==> src/rtl/icache_pkg.sv <==
// Shared types and constants for the I-cache line-fill engine.
package icache_pkg;

    localparam int ADDR_WIDTH    = 32;
    localparam int BEAT_WIDTH    = 64;
    localparam int BURST_BEATS   = 4;
    localparam int LINE_WIDTH    = BEAT_WIDTH * BURST_BEATS;
    localparam int SET_IDX_WIDTH = 4;
    localparam int OFFSET_WIDTH  = 5;
    localparam int CNT_WIDTH     = $clog2(BURST_BEATS);
    localparam int WORD_WIDTH    = 32;
    localparam int WMASK_WIDTH   = LINE_WIDTH / 8;

    localparam logic [WMASK_WIDTH-1:0] WMASK_ALL = '1;

    typedef enum logic [2:0] {
        FILL_IDLE,
        FILL_REQ,
        FILL_COLLECT,
        FILL_WRITE,
        FILL_DONE
    } fill_state_t;

endpackage

==> src/rtl/icache_fill_line_buf.sv <==
// Beat counter and line register: packs incoming memory beats into one cache line.
module icache_fill_line_buf
    import icache_pkg::*;
(
    input  logic                  clk,
    input  logic                  rst,
    input  logic                  start_i,
    input  logic                  beat_valid_i,
    input  logic [BEAT_WIDTH-1:0] beat_data_i,
    output logic [LINE_WIDTH-1:0] line_o,
    output logic [CNT_WIDTH-1:0]  beat_cnt_o,
    output logic                  last_beat_o
);

    logic [CNT_WIDTH-1:0]  cnt_q, cnt_d;
    logic [LINE_WIDTH-1:0] line_q, line_d;

    // NOTE: every always_comb output gets a default first so no path can infer a latch.
    always_comb begin
        cnt_d  = cnt_q;
        line_d = line_q;
        if (start_i) begin
            cnt_d = '0;
        end else if (beat_valid_i) begin
            line_d[int'(cnt_q)*BEAT_WIDTH +: BEAT_WIDTH] = beat_data_i;
            cnt_d = cnt_q + 1'b1;
        end
    end

    // NOTE: sequential state uses non-blocking assignments only; blocking here would race other flops.
    always_ff @(posedge clk) begin
        if (rst) begin
            cnt_q  <= '0;
            line_q <= '0;
        end else begin
            cnt_q  <= cnt_d;
            line_q <= line_d;
        end
    end

    // The counter wraps to zero on the final beat, so it can never index past the line.
    assign last_beat_o = beat_valid_i && !start_i && (cnt_q == CNT_WIDTH'(BURST_BEATS - 1));
    assign line_o      = line_q;
    assign beat_cnt_o  = cnt_q;

endmodule

==> src/rtl/icache_line_fill.sv <==
// I-cache line-fill engine: burst read, line assembly, single full-mask SRAM write, ack.
// Optional early-restart word output enabled by defining ICACHE_FILL_BYPASS_EN.
module icache_line_fill
    import icache_pkg::*;
(
    input  logic                     clk,
    input  logic                     rst,
    input  logic                     fill_req,
    input  logic [ADDR_WIDTH-1:0]    fill_addr,
    output logic                     fill_ack,
    output logic [LINE_WIDTH-1:0]    fill_line,
    output logic [ADDR_WIDTH-1:0]    bmem_addr,
    output logic                     bmem_read,
    input  logic                     bmem_ready,
    input  logic [BEAT_WIDTH-1:0]    bmem_rdata,
    input  logic                     bmem_rvalid,
    output logic                     data_csb0,
    output logic                     data_web0,
    output logic [WMASK_WIDTH-1:0]   data_wmask0,
    output logic [SET_IDX_WIDTH-1:0] data_addr0,
    output logic [LINE_WIDTH-1:0]    data_din0,
    output logic                     byp_valid,
    output logic [WORD_WIDTH-1:0]    byp_rdata
);

    fill_state_t state_q, state_d;

    logic [ADDR_WIDTH-1:OFFSET_WIDTH] line_addr_q, line_addr_d;
    logic                             accept;
    logic                             buf_start;
    logic                             beat_we;
    logic                             last_beat;
    logic [CNT_WIDTH-1:0]             beat_cnt;

    assign accept = (state_q == FILL_IDLE) && fill_req;

    always_comb begin
        state_d     = state_q;
        bmem_read   = 1'b0;
        fill_ack    = 1'b0;
        data_csb0   = 1'b1;
        data_web0   = 1'b1;
        data_wmask0 = '0;
        buf_start   = 1'b0;
        beat_we     = 1'b0;
        case (state_q)
            FILL_IDLE: begin
                if (fill_req) state_d = FILL_REQ;
            end
            FILL_REQ: begin
                bmem_read = 1'b1;
                if (bmem_ready) begin
                    buf_start = 1'b1;
                    state_d   = FILL_COLLECT;
                end
            end
            FILL_COLLECT: begin
                beat_we = bmem_rvalid;
                if (last_beat) state_d = FILL_WRITE;
            end
            FILL_WRITE: begin
                data_csb0   = 1'b0;
                data_web0   = 1'b0;
                data_wmask0 = WMASK_ALL;
                state_d     = FILL_DONE;
            end
            FILL_DONE: begin
                // The SRAM committed at the last negedge, so the ack is safe to publish now.
                fill_ack = 1'b1;
                state_d  = FILL_IDLE;
            end
            default: state_d = FILL_IDLE;
        endcase
    end

    always_comb begin
        line_addr_d = line_addr_q;
        if (accept) line_addr_d = fill_addr[ADDR_WIDTH-1:OFFSET_WIDTH];
    end

    always_ff @(posedge clk) begin
        if (rst) begin
            state_q     <= FILL_IDLE;
            line_addr_q <= '0;
        end else begin
            state_q     <= state_d;
            line_addr_q <= line_addr_d;
        end
    end

    icache_fill_line_buf u_line_buf (
        .clk          (clk),
        .rst          (rst),
        .start_i      (buf_start),
        .beat_valid_i (beat_we),
        .beat_data_i  (bmem_rdata),
        .line_o       (fill_line),
        .beat_cnt_o   (beat_cnt),
        .last_beat_o  (last_beat)
    );

    assign bmem_addr  = {line_addr_q, {OFFSET_WIDTH{1'b0}}};
    assign data_addr0 = line_addr_q[OFFSET_WIDTH+SET_IDX_WIDTH-1:OFFSET_WIDTH];
    assign data_din0  = fill_line;

`ifdef ICACHE_FILL_BYPASS_EN
    // byp_sel_q = {beat index, word-in-beat} of the missing instruction.
    logic [CNT_WIDTH:0]      byp_sel_q, byp_sel_d;
    logic                    byp_valid_q, byp_valid_d;
    logic [WORD_WIDTH-1:0]   byp_rdata_q, byp_rdata_d;
    logic                    byp_hit;

    assign byp_hit = beat_we && (beat_cnt == byp_sel_q[CNT_WIDTH:1]);

    always_comb begin
        byp_sel_d   = byp_sel_q;
        byp_valid_d = byp_hit;
        byp_rdata_d = byp_rdata_q;
        if (accept) byp_sel_d = fill_addr[OFFSET_WIDTH-1:2];
        if (byp_hit) begin
            byp_rdata_d = byp_sel_q[0] ? bmem_rdata[BEAT_WIDTH-1:WORD_WIDTH]
                                       : bmem_rdata[WORD_WIDTH-1:0];
        end
    end

    always_ff @(posedge clk) begin
        if (rst) begin
            byp_sel_q   <= '0;
            byp_valid_q <= 1'b0;
            byp_rdata_q <= '0;
        end else begin
            byp_sel_q   <= byp_sel_d;
            byp_valid_q <= byp_valid_d;
            byp_rdata_q <= byp_rdata_d;
        end
    end

    assign byp_valid = byp_valid_q;
    assign byp_rdata = byp_rdata_q;
`else
    logic unused_byp_bits;
    assign unused_byp_bits = ^{fill_addr[OFFSET_WIDTH-1:0], beat_cnt};
    assign byp_valid = 1'b0;
    assign byp_rdata = '0;
`endif

endmodule

==> config.mk <==
export PLATFORM = sky130hd
export DESIGN_NAME = icache_line_fill
export DESIGN_NICKNAME = d
export VERILOG_FILES = /design/src/rtl/icache_pkg.sv /design/src/rtl/icache_fill_line_buf.sv /design/src/rtl/icache_line_fill.sv
export SDC_FILE = /design/constraint.sdc
export NUM_CORES = 1
export LEC_CHECK = 0
export ABC_AREA = 1
export CAP_MARGIN = 10
export CORE_AREA = 2 2 278 280
export CTS_CLUSTER_DIAMETER = 60
export DETAILED_ROUTE_END_ITERATION = 16
export DIE_AREA = 0 0 280 282
export DONT_BUFFER_PORTS = 1
export RECOVER_POWER = 25
export SLEW_MARGIN = 30
export SYNTH_ARGS = -nofsm -noshare
export SYNTH_HDL_FRONTEND = slang
export SYNTH_SLANG_ARGS = --single-unit
==> constraint.sdc <==
create_clock -name clk -period 3.4 [get_ports clk]
set_input_delay 0.68 -clock clk [delete_from_list [all_inputs] [get_ports clk]]
set_output_delay 0.68 -clock clk [all_outputs]
set_load 0.05 [all_outputs]
# Word level (Yosys, flattened, before mapping)
# Cells that the tools add are included.
[word_totals]
register_bits = 288
latchBits = 0
ram_bits = 0
romBits = 0
input_bits = 101
output_inout_bits = 617
word_cells = 37
memories = 0
[classes]
addsub = 2
mul = 0
div_mod_pow = 0
magnitude_cmp = 0
n_eq_ne = 8
shifts = 2
n_mux = 12
bitwise = 1
reduce_logical = 8
[ops]
columns = ["op", "n"]
rows = [
  ["$bwmux W256", 1],
  ["$shift A64 B33 Y256 const A", 1],
  ["$shiftx A64 B33 Y256", 1],
  ["$neg A8 Y33", 1],
  ["$mux W32", 1],
  ["$pmux W3 S4", 1],
  ["$mux W3", 3],
  ["$eq A3 B2 Y1 const B", 2],
  ["$mux W1", 6],
  ["$ne A2 B2 Y1 const B", 3],
  ["$eq A3 B1 Y1 const B", 1],
  ["$eq A3 B3 Y1 const B", 1],
  ["$logic_and A1 B1 Y1", 3],
  ["$logic_not A3 Y1", 1],
  ["$reduce_and A3 Y1", 1],
  ["$add A2 B1 Y2 const B", 1],
  ["$eq A2 B2 Y1 const B", 1],
  ["$reduce_and A2 Y1", 1],
  ["$reduce_or A2 Y1", 1],
  ["$logic_not A1 Y1", 1],
  ["$not A1 Y1", 1],
]

# Depth between registers and ports, before layout
# Gate-level depths: netlist of the first run.
[depth]
ltp_word = 7
ltp_mapped = 9
ltp_nobuf = 7

# Hierarchy
# A second synthesis of the first run with hierarchy kept.
[unflattened]
cells_unflattened = 1852
hier_area_um2 = 13899.6
[by_module_without_submodules]
columns = ["module", "instances", "cells_each", "area_per_inst_um2", "seq_area_each_um2"]
rows = [
  ["icache_fill_line_buf", 1, 1370, 10179.8, 5165.0],
  ["icache_line_fill", 1, 482, 3719.8, 600.6],
]

# Least setup slack after synthesis of the first run
# Ideal clock, no wire load.
[synth_timing]
path_type = "register to output"
start = "register state_q[1]"
end = "output data_web0"
t_arrival_ps = 4757
t_required_ps = 2720
path_slack_ps = -2037
stages_incl_launch_ff = 5
path_buffers = 1
cell_sequence = "dfxtp_1 inv_1 nor3_1 inv_1 buf_4"
[synth_between]
elab_chain_len = 2
[synth_lines]
columns = ["item", "line_no", "text"]
rows = [
  ["start, declared", "icache_line_fill.sv:26", "fill_state_t state_q, state_d;"],
  ["start signal, assigned", "icache_line_fill.sv:86", "state_q <= state_d;"],
  ["$eq A3 B2 Y1", "n/a", ""],
  ["$mux W1", "n/a", ""],
  ["end, declared", "icache_line_fill.sv:18", "output logic data_web0,"],
]
# Every way passes these cells.

# Worst setup path after layout of the first run
[layout_timing]
start = "register state_q[0]"
end = "output data_web0"
# The elaborated chain is that of the path after synthesis.

==> results.ini, run 1 <==
[grt]
grt_pass1_wl_um=78990
grt_overflow=0
antenna_found_initial=3
grt_util_all_layers_pct=13.56
grt_max_degree=238
first_global_vias=10550

[cts]
cts_htree_levels=2
cts_root_buf=clkbuf_16
path_clk_slew_ps=50
cts_tree=built
clock-sinks=288
insertion_delay_ps=550
cts_buffer_depth=3
numCtsBuffers=41
cts_hold_buf=0

[sta]
fmax_mhz=312.9
setup_violations=0
layout_setup_ws_ps=203.9
tns_ps=0
final_hold_viol_count=0
grt_setup_unrepaired=no
max-slew-margin-rel_pct=-34.81
drv_slew=60
finalClockSkew_ps=12.93
final.period_utilization_pct=94.00
worstMarginPinSlew_ps=2022
fin_crit_ps=3196

[placed_design]
io_buffers=0
placed_area_um2=13090
dp_hpwl_um=37260
dp_slack_ps=717.5
gp_congestion=0.8251

[detailed_routing]
totalWireLength_um=56590
first_pass_iters=6
ant_nets=0
vias_per_cell=4.524
drc=0
wl_per_cell_um=21.97
via_count=11650
drt_iter0_drc=756

[power_and_ir_drop]
swShare_pct=41.97
p_sw_uw=4824
ir_drop_mv=0.3459
powerDensity_nw_per_um2=798.6
pwr-share-seq_pct=43.8
p_int_uw=6669
power.leakage_uw=0.004442
pwr-share-clk_pct=37.9
power_frac_comb_pct=18.3

[floorplan]
core_area_um2=75700
die_area_um2=78960
ios=718
die_h_um=282
start_util_pct=18.80
die_width_um=280
row_count=101

[min_path]
hp-class=in2reg

[yosys]
syn_inst=1933
synth_top_area_share_pct=40.51
synth_area_um2=14230
synth_area_leaders=dfxtp_1 41%, buf_4 18%, nand2_1 8.1%
ys_seq_elements=288
synth_cell_types=24
seq_area_frac_synth_pct=40.51
yosysWarningCount=0
postSynthAreaPerCell_um2=7.364
yosysTopAreaCell=dfxtp_1

[critical_path]
cp.required_ps=2720
critPathLaunch=state_q[0]$_SDFFE_PP0P_
r2r_slack_ps=310
ff2ff_path_depth=8
start_kind=register
worstSetupPathType=reg2out
r2r_end=u_line_buf.line_o[190]$_SDFFE_PP0P_
worstPathArrival_ps=2520
crit_fanout=14
reg2reg_from=u_line_buf.beat_cnt_o[0]$_SDFFE_PP0N_
cp-end-kind=output port
crit_end=data_web0

[finish]
final_nets=1675
drive_gt1_share_pct=8.459
area_delta_synth_final_pct=1.108
fin_area_um2=14390
fin_util_pct=19.01

[job]
max-cap-violations=4

[run_status]
violations=capacitance limit, slew limit
outcome=finished, violations left

-- placed cells by master, fill, tap and decap left out, types with 2 or more instances in the layout --
| master | n |
|---|---|
| nand2_4 | 3 |
| clkbuf_16 | 44 |
| dfxtp_2 | 22 |
| nand3_1 | 112 |
| o21ai_1 | 69 |
| conb_1 | 38 |
| ha_1 | 3 |
| buf_4 | 19 |
| clkbuf_1 | 13 |
| clkinvlp_4 | 2 |
| nor2_1 | 218 |
| ha_4 | 2 |
| clkbuf_8 | 5 |
| inv_1 | 39 |
| inv_8 | 3 |
| clkbuf_2 | 3 |
| buf_12 | 12 |
| diode_2 | 2 |
| nor2_4 | 3 |
| inv_6 | 6 |
| clkinv_2 | 3 |
| a21oi_1 | 158 |
| nor3_1 | 3 |
| nand4_1 | 128 |
| nor3_4 | 2 |
| dfxtp_1 | 265 |
| bufinv_16 | 3 |
| nand2_1 | 305 |
| o21ai_0 | 108 |
-- how the worst min path moves through the flow --
stage / start / end / slack (ps) / depth (start not counted)
final: rst / u_line_buf.line_o[144]$_SDFFE_PP0P_ / 210 / 1
after global routing: rst / u_line_buf.line_o[14]$_SDFFE_PP0P_ / 160 / 1
after CTS: rst / u_line_buf.line_o[14]$_SDFFE_PP0P_ / 170 / 1
after detailed placement: u_line_buf.line_o[3]$_SDFFE_PP0P_ / u_line_buf.line_o[3]$_SDFFE_PP0P_ / 470 / 2
after global placement: u_line_buf.line_o[3]$_SDFFE_PP0P_ / u_line_buf.line_o[3]$_SDFFE_PP0P_ / 460 / 2
after floorplan: u_line_buf.beat_cnt_o[1]$_SDFFE_PP0N_ / u_line_buf.beat_cnt_o[1]$_SDFFE_PP0N_ / 480 / 2
-- sequential cells by signal (all words and copies together) (netlist names) --
name and cells:
u_line_buf.line_o 256, line_addr_q 27, state_q 3, u_line_buf.beat_cnt_o 2
-- through the flow --
stage                     hold slack, ps  instances  power [µW]
after global routing               162.2       2574       11970
final                              205.4       2576       11490
after detailed placement           471.5       2502        7268
after CTS                          167.5       2572       11660
after global placement             459.5       2502        7241
after floorplan                    478.4       1970        6798
-- synth_stat cells --
master,n
inv_2,2
buf_1,9
o21ai_0,103
nor2_4,2
clkbuf_1,96
nand3_4,1
clkbuf_2,1
dfxtp_1,288
nor3_1,4
conb_1,1
buf_4,338
o21ai_1,74
nand2_1,308
nand4_1,128
nor2_1,218
inv_1,40
nand3_1,111
a21oi_1,158
nand3b_1,1
buf_2,42
nor2_2,1
a31oi_1,1
ha_1,5
nor3_2,1
-- per-layer routing --
layer  vias up  GRT usage, %  share of wire (%)
met5         -             0              0.071
met4         6         6.019                4.3
met3       125         4.640                9.5
met2       696         21.78                 46
met1      5516         16.36                 41
li1       5310             -                  -
-- critical path, cell delays in order (launching register included) --
cell and delay [ps]:
dfxtp_1 410, inv_1 100, nor3_4 230, clkbuf_16 610
clkinvlp_4 360, buf_12 240
-- kinds of logic after synthesis --
logic type / synth area share, %
AND/OR/NAND/NOR: 23.99
adder cells (fa/ha/maj): 0.4395
flip-flops: 40.51
buffers and inverters: 23.22
other: 0.02635
AO/OA/AOI/OAI: 11.82
-- power groups by stage --
stage	combinational (µW)	sequential (µW)	clock, µW
6_report	2100	5040	4350
4_1_cts	2150	5050	4460
3_5_place_dp	2150	5120	0
2_1_floorplan	2200	4600	0
5_1_grt	2280	5070	4610
3_3_place_gp	2140	5110	0
-- layout make-up --
cell class	instances	area, µm²
fillers	8475	61310
flip-flops and latches	288	5797
multi-input cells	1154	5360
well taps	978	1224
clock buffers	55	1171
repair buffers	42	473.0
clock inverters	15	197.7
inverters	42	163.9
diodes	2	5.005
-- what timing repair did --
| item | 4_1_cts | 5_1_grt |
|---|---|---|
| gates resized for setup | 0 | 3 |
| endpoints found under the setup margin | 0 | 2 |
| setup buffers | 0 | 1 |
(Power assumes the default switching activity.)
==> run 2: changes to the inputs <==
MAX_ROUTING_LAYER = met4   (was not set)
SETUP_SLACK_MARGIN = 0.1   (was not set)
==> results.ini, run 2 (synthesized netlist as in run 1, its figures left out) <==
[run_status]
outcome=finished, violations left
violations=capacitance limit, slew limit

[sta]
setup_violations=0
fmax_mhz=319.8
grt_setup_unrepaired=no
fin_crit_ps=3127
max-slew-margin-rel_pct=-37.51
finalClockSkew_ps=13.29
final_hold_viol_count=0
worstMarginPinSlew_ps=2063
drv_slew=60
layout_setup_ws_ps=272.6
final.period_utilization_pct=91.98
tns_ps=0

[finish]
final_nets=1674
fin_area_um2=14370
fin_util_pct=18.98
area_delta_synth_final_pct=0.9404
fillerInstances=8484
drive_gt1_share_pct=8.213
final_cell_mix=305 x nand2_1, 268 x dfxtp_1, 218 x nor2_1
largest_register_ffs=256
multi_input_area_um2=5360
register_area_um2=5793
layout.cells.most_common=nand2_1

[grt]
grt_pass1_wl_um=79090
grt_util_all_layers_pct=13.97
antenna_found_initial=3
grt_overflow=0
grt_max_degree=238
first_global_vias=10530

[power_and_ir_drop]
pwr-share-clk_pct=37.8
ir_drop_mv=0.3503
pwr-share-seq_pct=43.9
p_sw_uw=4826
power_frac_comb_pct=18.3
p_int_uw=6671
power.leakage_uw=0.004429
power_uw=11500
swShare_pct=41.98
powerDensity_nw_per_um2=800.2

[detailed_routing]
first_pass_iters=5
totalWireLength_um=56400
drt_iter0_drc=774
drc=0
via_count=11670
wl_per_cell_um=21.89
vias_per_cell=4.527
ant_nets=0

[job]
max-cap-violations=4

[placed_design]
dp_slack_ps=717.5
gp_congestion=0.8376
placed_area_um2=13090
dp_hpwl_um=37260
io_buffers=0

[critical_path]
cp-end-kind=output port
worstSetupPathType=reg2out
cp.required_ps=2720
crit_fanout=14
r2r_slack_ps=360
start_kind=register
worstPathArrival_ps=2450

[cts]
path_clk_slew_ps=60
cts_tree=built
clock-sinks=288
cts_htree_levels=2
cts_root_buf=clkbuf_16
insertion_delay_ps=550
cts_buffer_depth=3
numCtsBuffers=41
cts_hold_buf=0

[floorplan]
row_count=101
die_area_um2=78960
die_width_um=280
ios=718
core_area_um2=75700
die_h_um=282
start_util_pct=18.80

[min_path]
hp-class=in2reg

==> run 2: changes by cell type in the layout (fill, tap and decap cells not counted), sizes merged <==
cell | before | now
clkbuf | 65 | 64
diode | 2 | 4
==> run 2: metrics by stage <==
step | std cells | hold slack, ps
2_1_floorplan | 1970 | 478.4
3_3_place_gp | 2502 | 459.5
3_5_place_dp | 2502 | 471.5
4_1_cts | 2572 | 167.5
5_1_grt | 2576 | 162.2
6_report | 2577 | 204.3
==> run 2: worst max-delay path, cell delays in order, from the launching register on <==
cell and delay, ps:
dfxtp_2 370, inv_1 80, nor3_4 220, clkbuf_16 610, clkinvlp_4 360, buf_12 240
==> run 2: final timing paths <==
| path | depth (start not counted) | from | end |
|---|---|---|---|
| hold / removal | 1 | rst | u_line_buf.line_o[14]$_SDFFE_PP0P_ |
| setup reg to reg | 8 | u_line_buf.beat_cnt_o[0]$_SDFFE_PP0N_ | u_line_buf.line_o[190]$_SDFFE_PP0P_ |
| hold reg to reg | 2 | u_line_buf.line_o[3]$_SDFFE_PP0P_ | u_line_buf.line_o[3]$_SDFFE_PP0P_ |
| setup / recovery | 5 | state_q[0]$_SDFFE_PP0P_ | data_web0 |
==> run 2: metal layers <==
| metal | vias to the layer above | routed length (µm) | global-route usage, % |
|---|---|---|---|
| met5 | - | 0 | - |
| met4 | 0 | 2587 | 6.115 |
| met3 | 130 | 5030 | 4.367 |
| met2 | 616 | 25690 | 21.68 |
| met1 | 5613 | 23100 | 16.57 |
| li1 | 5308 | - | - |
==> run 2: final cells by class <==
class,instances,area share [%]
multi-input cells,1154,37.31
diodes,4,0.06967
flip-flops and latches,288,40.32
clock buffers,55,8.151
clock inverters,15,1.376
inverters,42,1.141
well taps,978,8.517
repair buffers,41,3.118
==> run 2: repair_timing <==
| action | in CTS | in global routing |
|---|---|---|
| pin swaps | 0 | 1 |
| setup endpoints to repair | 2 | 5 |
| gates resized for setup | 1 | 4 |
| buffers inserted | 0 | 1 |
==> run 2: power by group through the flow <==
| stage | combinational (µW) | sequential, µW | clock (µW) |
|---|---|---|---|
| after floorplan | 2200 | 4600 | 0 |
| after global placement | 2140 | 5110 | 0 |
| after detailed placement | 2150 | 5120 | 0 |
| after CTS | 2160 | 5050 | 4460 |
| after global routing | 2280 | 5070 | 4610 |
| final | 2100 | 5040 | 4350 |
